===== src/rtl/adc_fifo_pkg.sv =====
// adc_fifo_pkg: shared types and sizing for the ADC sample FIFO.
//   SAMPLE_WIDTH : width of one ADC sample word
//   FIFO_DEPTH   : default number of buffered sample words
//   sample_t     : one ADC sample word
package adc_fifo_pkg;

  localparam int SAMPLE_WIDTH = 64;
  localparam int FIFO_DEPTH   = 16;

  typedef logic [SAMPLE_WIDTH-1:0] sample_t;

endpackage : adc_fifo_pkg


===== src/rtl/fifo_ram.sv =====
// fifo_ram: simple dual-port synchronous RAM, one write port and one
// registered read port, shaped so synthesis maps it onto block RAM.
//   clk   : clock
//   rst   : synchronous active-high reset of the read data register only
//   we    : write enable; wdata is stored at waddr
//   waddr : write address
//   wdata : write data
//   re    : read enable; rdata loads mem[raddr]
//   raddr : read address
//   rdata : registered read data (read-first when raddr == waddr)
module fifo_ram
  import adc_fifo_pkg::*;
#(
  parameter  int WIDTH = SAMPLE_WIDTH,
  parameter  int DEPTH = FIFO_DEPTH,
  localparam int AW    = $clog2(DEPTH)
) (
  input  logic             clk,
  input  logic             rst,
  input  logic             we,
  input  logic [AW-1:0]    waddr,
  input  logic [WIDTH-1:0] wdata,
  input  logic             re,
  input  logic [AW-1:0]    raddr,
  output logic [WIDTH-1:0] rdata
);

  logic [WIDTH-1:0] mem [DEPTH];

  // NOTE: the storage array has no reset; resetting it would prevent
  // block-RAM inference and the FIFO never exposes unwritten words anyway.
  always_ff @(posedge clk) begin
    // NOTE: non-blocking assignments in clocked blocks, so every register
    // samples pre-edge values regardless of block evaluation order.
    if (we) mem[waddr] <= wdata;
  end

  // Output register with synchronous reset, as supported by BRAM primitives.
  // A same-address read and write returns the old word (read-first), which
  // is what the FIFO relies on when reading and writing while full.
  always_ff @(posedge clk) begin
    if (rst)     rdata <= '0;
    else if (re) rdata <= mem[raddr];
  end

endmodule : fifo_ram


===== src/rtl/adc_sample_fifo.sv =====
// adc_sample_fifo: single-clock FIFO for 64-bit ADC samples with separate
// write-side and read-side status flags. Normal (non show-ahead) read mode:
// q holds the popped word one cycle after an accepted rdreq.
//   clk     : clock, all state updates on the rising edge
//   clear   : synchronous active-high reset, empties the FIFO, q -> 0
//   data    : write data
//   wrreq   : write request
//   wrfull  : write-side full flag
//   wrempty : write-side empty flag
//   q       : registered read data
//   rdreq   : read request
//   rdempty : read-side empty flag
//   rdfull  : read-side full flag
//   usedw   : number of stored words, 0..DEPTH
module adc_sample_fifo
  import adc_fifo_pkg::*;
#(
  parameter  int WIDTH = SAMPLE_WIDTH,
  parameter  int DEPTH = FIFO_DEPTH,
  localparam int AW    = $clog2(DEPTH)
) (
  input  logic             clk,
  input  logic             clear,
  input  logic [WIDTH-1:0] data,
  input  logic             wrreq,
  output logic             wrfull,
  output logic             wrempty,
  output logic [WIDTH-1:0] q,
  input  logic             rdreq,
  output logic             rdempty,
  output logic             rdfull,
  output logic [AW:0]      usedw
);

  logic [AW-1:0] wptr;
  logic [AW-1:0] rptr;
  logic [AW:0]   count;

  logic empty;
  logic full;
  logic rd_ok;
  logic wr_ok;
  logic wr_en;

  assign empty = (count == '0);
  assign full  = (count == (AW+1)'(DEPTH));

  // A read frees a slot in the same cycle, so a write while full is still
  // accepted when paired with a read. A read while empty is rejected, so
  // there is no write-to-read bypass.
  assign rd_ok = rdreq && !empty;
  assign wr_ok = wrreq && (!full || rd_ok);
  assign wr_en = wr_ok && !clear;

  assign wrempty = empty;
  assign rdempty = empty;
  assign wrfull  = full;
  assign rdfull  = full;
  assign usedw   = count;

  always_ff @(posedge clk) begin
    if (clear) begin
      wptr  <= '0;
      rptr  <= '0;
      count <= '0;
    end else begin
      if (wr_ok) wptr <= wptr + AW'(1);
      if (rd_ok) rptr <= rptr + AW'(1);
      case ({wr_ok, rd_ok})
        2'b10:   count <= count + (AW+1)'(1);
        2'b01:   count <= count - (AW+1)'(1);
        default: count <= count;
      endcase
    end
  end

  fifo_ram #(
    .WIDTH (WIDTH),
    .DEPTH (DEPTH)
  ) u_ram (
    .clk   (clk),
    .rst   (clear),
    .we    (wr_en),
    .waddr (wptr),
    .wdata (data),
    .re    (rd_ok),
    .raddr (rptr),
    .rdata (q)
  );

endmodule : adc_sample_fifo


===== config.mk =====
export PLATFORM = sky130hd
export DESIGN_NAME = adc_sample_fifo
export DESIGN_NICKNAME = d
export VERILOG_FILES = /design/src/rtl/adc_fifo_pkg.sv /design/src/rtl/fifo_ram.sv /design/src/rtl/adc_sample_fifo.sv
export SDC_FILE = /design/constraint.sdc
export NUM_CORES = 1
export LEC_CHECK = 0
export ABC_CLOCK_PERIOD_IN_PS = 9900
export CELL_PAD_IN_SITES_DETAIL_PLACEMENT = 0
export CELL_PAD_IN_SITES_GLOBAL_PLACEMENT = 1
export CORE_AREA = 2 2 267 269
export CTS_CLUSTER_SIZE = 30
export DETAILED_ROUTE_END_ITERATION = 12
export DIE_AREA = 0 0 269 271
export DONT_BUFFER_PORTS = 1
export PLACE_DENSITY_LB_ADDON = 0.15
export SLEW_MARGIN = 20
export SYNTH_ARGS = -nofsm -noshare
export SYNTH_HDL_FRONTEND = slang
export SYNTH_SLANG_ARGS = --single-unit

===== constraint.sdc =====
create_clock -name clk -period 9.9 [get_ports clk]
set_input_delay 1.485 -clock clk [delete_from_list [all_inputs] [get_ports clk]]
set_output_delay 1.485 -clock clk [all_outputs]
set_load 0.01 [all_outputs]

Word-level counts from Yosys, hierarchy flattened
Memories as Yosys holds them, arrays and structs flattened. A register that Yosys moved wholly into a read port is not among the register bits.
Cells that the tools add are included.
{"block": "op_classes", "addsub": 4, "n_eq_ne": 3, "n_mux": 3, "reduce_logical": 9}
{"op": "5-bit one-hot mux with 2 select lines", "count": 1}
{"op": "4-bit by 1-bit adder with 4-bit output (second input constant)", "count": 2}
{"op": "5-bit by 1-bit adder with 5-bit output (second input constant)", "count": 1}
{"op": "5-bit equality test (second input constant)", "count": 1}
{"op": "5-bit logical NOT", "count": 1}
{"op": "5-bit by 1-bit subtractor with 5-bit output (second input constant)", "count": 1}
{"op": "1-bit logical AND", "count": 3}
{"op": "1-bit logical NOT", "count": 3}
{"op": "2-bit by 1-bit equality test with 1-bit output (second input constant)", "count": 1}
{"op": "2-bit equality test (second input constant)", "count": 1}
{"op": "1-bit two-way mux", "count": 2}
{"op": "2-bit nonzero test", "count": 1}
{"op": "1-bit logical OR", "count": 1}
{"block": "word_totals", "regBits": 13, "ram_bits": 1024, "inputBits": 68, "n_memories": 1}
{"memory": "u_ram.mem", "depth": 16, "width": 64, "read_ports": 1, "rd_ports_with_merged_regs": 1, "write_ports": 1, "line": "fifo_ram.sv:28", "rtl": "logic [WIDTH-1:0] mem [DEPTH];"}

Depth between registers and ports, before layout
{"block": "logic_depth", "word_depth": 8, "mapped_depth": 9, "mapped_depth_nobuf": 8}

Modules after synthesis
A second synthesis with hierarchy kept.
{"block": "hier_totals", "hier_cells": 2494, "area_unflattened_um2": 42425.7}
{"module": "fifo_ram", "instances": 1, "cells_per_inst": 2403, "area_per_inst_um2": 41572.4}
{"module": "adc_sample_fifo", "instances": 1, "cells_per_inst": 91, "area_per_inst_um2": 853.3}

Least setup slack after synthesis
No wires, ideal clock.
{"block": "synth_timing", "path_type": "input to register", "startpoint": "input rdreq", "endpoint": "memory u_ram.mem[0][0] (netlist bit), enable pin", "setup_ps": 486, "arrival_ps": 4971, "t_required_ps": 9414, "setup_slack_ps": 4443, "stages": 4, "path_buffers": 1, "path_cell_list": "clkbuf_1 > o31a_1 > nand2_1 > nor2_1"}
{"block": "synth_via", "elab_chain_len": 6}
{"element": "start, declared", "line": "adc_sample_fifo.sv:29", "rtl": "input logic rdreq,"}
{"element": "1-bit logical AND", "line": "adc_sample_fifo.sv:51", "rtl": "assign rd_ok = rdreq && !empty;"}
{"element": "1-bit logical OR", "line": "adc_sample_fifo.sv:52", "rtl": "assign wr_ok = wrreq && (!full || rd_ok);"}
{"element": "1-bit logical AND", "line": "adc_sample_fifo.sv:52"}
{"element": "1-bit logical AND", "line": "adc_sample_fifo.sv:53", "rtl": "assign wr_en = wr_ok && !clear;"}
{"element": "1-bit two-way mux", "line": "fifo_ram.sv:35", "rtl": "if (we) mem[waddr] <= wdata;"}
{"element": "1-bit two-way mux (not written as such)", "line": "fifo_ram.sv:35"}
{"element": "end, declared", "line": "fifo_ram.sv:28"}
No other way between the ends.

==> impl_metrics.yaml <==
setup_path:
  endpoint_kind: "register"
  cp.arrival_ns: 4.36
  critical_path_class: "reg -> reg"
  cp_max_fo: 42
  worst_ep_required_time_ns: 10.43
  cp_slowest_cell: "dfxtp_4"
  regToRegSetupSlack_ns: 6.07
  crit_path_cell_trace: "buf_4 > buf_4 > mux4_2 > mux2_2 > a221o_1"
  critPathTopFamily: "buffers and inverters"
  critical_path_buf_inv_count: 2
  start_kind: "register"
  path_common_cell: "buf_4"
  max_stage_delay_ns: 0.80
clock_network:
  cts_setup_buffers: 0
  ctsResizeCount: 0
  cts_tree: "done"
  cts_made_buffers: 109
  htree_levels: 3
  clk_pin_slew_ns: 0.06
  cts_hold_buffers: 0
  cts.sinks: 1101
  cts_max_path_buffers: 3
  clock_latency_ns: 0.65
  cts_root_buffer: "clkbuf_16"
yosys:
  synthCells: 1814
  synth.most_common_cell: "edfxtp_1"
  yosysWarnings: 0
  synth_cell_type_count: 38
  yosysSeqAreaShare_pct: 77.7
  synth_common_cells: "edfxtp_1, mux4_2, nor2_1"
  ys.flop_type: "edfxtp_1"
  synthTopCellsByArea: "edfxtp_1, mux4_2, dfxtp_1, mux2_2, mux2i_1"
  synth_top_area_share_pct: 74.0
  syn-num-nets: 1891
  avgSynthCellArea_um2: 22.9
  netlist_area_um2: 41600
  synth_async_sr_flop_share_pct: 0
  yosys.area.top_type: "edfxtp_1"
  synth_edf_count: 1024
  synth_seq_cells: 1101
cells_and_area:
  multi_input_comb_area_um2: 8810
  finalNonFillerCells: 2896
  fill_cells: 4456
  seqCellArea_um2: 32300
  synthToLayoutAreaGrowth_pct: 11.1
  diodes: 0
  drive_gt1_share_pct: 28.0
  final_area_um2: 46200
  nets: 1940
global_route:
  use_met2_pct: 38.4
  grt_overflow: 0
  grt_pass1_wl_um: 126000
  grt_util_met3_pct: 4.91
  grt_max_degree: 164
  met1_usage_pct: 34.4
  track_usage_pct: 24.0
  grt_pass1_vias: 19400
  busiest_layer: "met2"
  antenna_found_initial: 0
die:
  die_y_um: 271
  initial_utilization_pct: 59.5
  top_level_ports: 141
  die_w_um: 269
  fp-row-count: 97
  die_area_um2: 72900
  coreArea_um2: 69800
routing:
  first_pass_iters: 4
  antenna_left: 0
  viasPerCell: 6.35
  drc: 0
  routedWlPerCell_um: 29.2
  drt_wl_total_um: 84500
  first_iter_violations: 1669
  via_count: 18400
sta:
  max_freq_mhz: 261
  setup_viol: 0
  final_max_slew_viol_count: 0
  worst_clock_skew_ns: 0.0208
  rsz0062_at_grt: "no"
  hold_viol_final: 0
  hold_ws_ns: 0.564
  finalSetupTns_ns: 0
  worstMarginPinSlew_ns: 1.04
  slew-limit-headroom_pct: 30.4
  fin_crit_sh_pct: 38.7
  period_needed_ns: 3.83
place:
  place_area_um2: 42600
  hpwl_um: 41700
  io_buffers: 0
  gp_congestion: 0.729
  placed_cells: 2692
power_and_ir_drop:
  p_per_area_nw_per_um2: 234
  vdd.ir_drop.worst_v: 0.000169
  total_leakage_power_nw: 14.1
job:
  timing.max_cap.violations: 0
outcome:
  status: "finished, final reports clean"
min_path:
  hold_class: "reg -> reg"
==> cell type report <==
cell class / count / area share [%]
clock buffer: 140 / 6.43
clock inverter: 64 / 1.28
inverter: 6 / 0.0488
multi-input combinational: 608 / 19.1
sequential: 1101 / 70.0
tap: 940 / 2.55
timing repair buffer: 37 / 0.656
==> metrics by stage <==
step,total power [mW],setup slack [ns],utilization (%)
global route,11.2,5.71,66.2
detailed placement,6.85,5.68,61.1
CTS,10.9,5.93,66.2
finish,10.8,6.07,66.2
floorplan,6.56,4.44,-
global placement,6.83,5.67,61.1
==> registers in the layout, summed over array words and instances (netlist names) <==
register and cells:
rptr 4, usedw 5, u_ram.rdata 64, u_ram.mem 1024, wptr 4
==> metal layers <==
metal	wire (um)	up-vias
li1	-	7756
met1	35700	9962
met2	41900	559
met3	5430	104
met4	1420	0
met5	0	-
==> cells by family after synthesis <==
group | Yosys count | synth area share [%]
buffers and inverters | 105 | 1.41
muxes | 394 | 17.4
xor gates and xnor gates | 6 | 0.126
and+or+nand+nor | 121 | 1.20
DFF | 1101 | 77.7
adders and majority gates | 9 | 0.289
AOI/OAI and AO/OA | 78 | 1.85
==> worst paths after layout <==
check            startpoint              end  cells past startpoint
max                 rptr[0]  u_ram.rdata[41]                      5
max reg2reg         rptr[0]  u_ram.rdata[41]                      5
min reg2reg  u_ram.rdata[1]   u_ram.rdata[1]                      1
min          u_ram.rdata[1]   u_ram.rdata[1]                      1
==> power breakdown <==
group	total, mW	internal, mW	switching, mW
registers	5.46	5.24	0.218
logic	1.26	0.660	0.605
clock network	4.07	2.40	1.67
total	10.8	8.30	2.49
==> cell usage in the layout, fill, tap and decap left out, types with 2 or more instances in the layout <==
cell / Yosys / routed
dfxtp_1: 77 / 74
nand2_1: 6 / 6
clkbuf_8: 0 / 4
clkinv_2: 0 / 27
mux4_2: 256 / 256
mux2_2: 69 / 69
buf_4: 19 / 35
buf_12: 0 / 2
nor2_1: 98 / 82
mux2i_1: 69 / 69
a21oi_1: 3 / 3
bufinv_16: 0 / 11
nor2_4: 0 / 16
clkbuf_16: 0 / 113
dfxtp_4: 0 / 3
inv_1: 6 / 6
clkinv_1: 0 / 19
nand2b_1: 6 / 6
clkinvlp_4: 0 / 7
a221o_1: 64 / 64
clkbuf_1: 33 / 23
edfxtp_1: 1024 / 1024
ha_1: 8 / 8
o211ai_1: 2 / 2
a31oi_1: 2 / 2
xor2_1: 5 / 5
nor2b_1: 3 / 2
==> worst reg2reg max path: stages (launching register included) <==
cell and delay [ns]:
dfxtp_4 0.80, buf_4 0.80, buf_4 0.85, mux4_2 0.64
mux2_2 0.29, a221o_1 0.32
(Power assumes the default switching activity.)
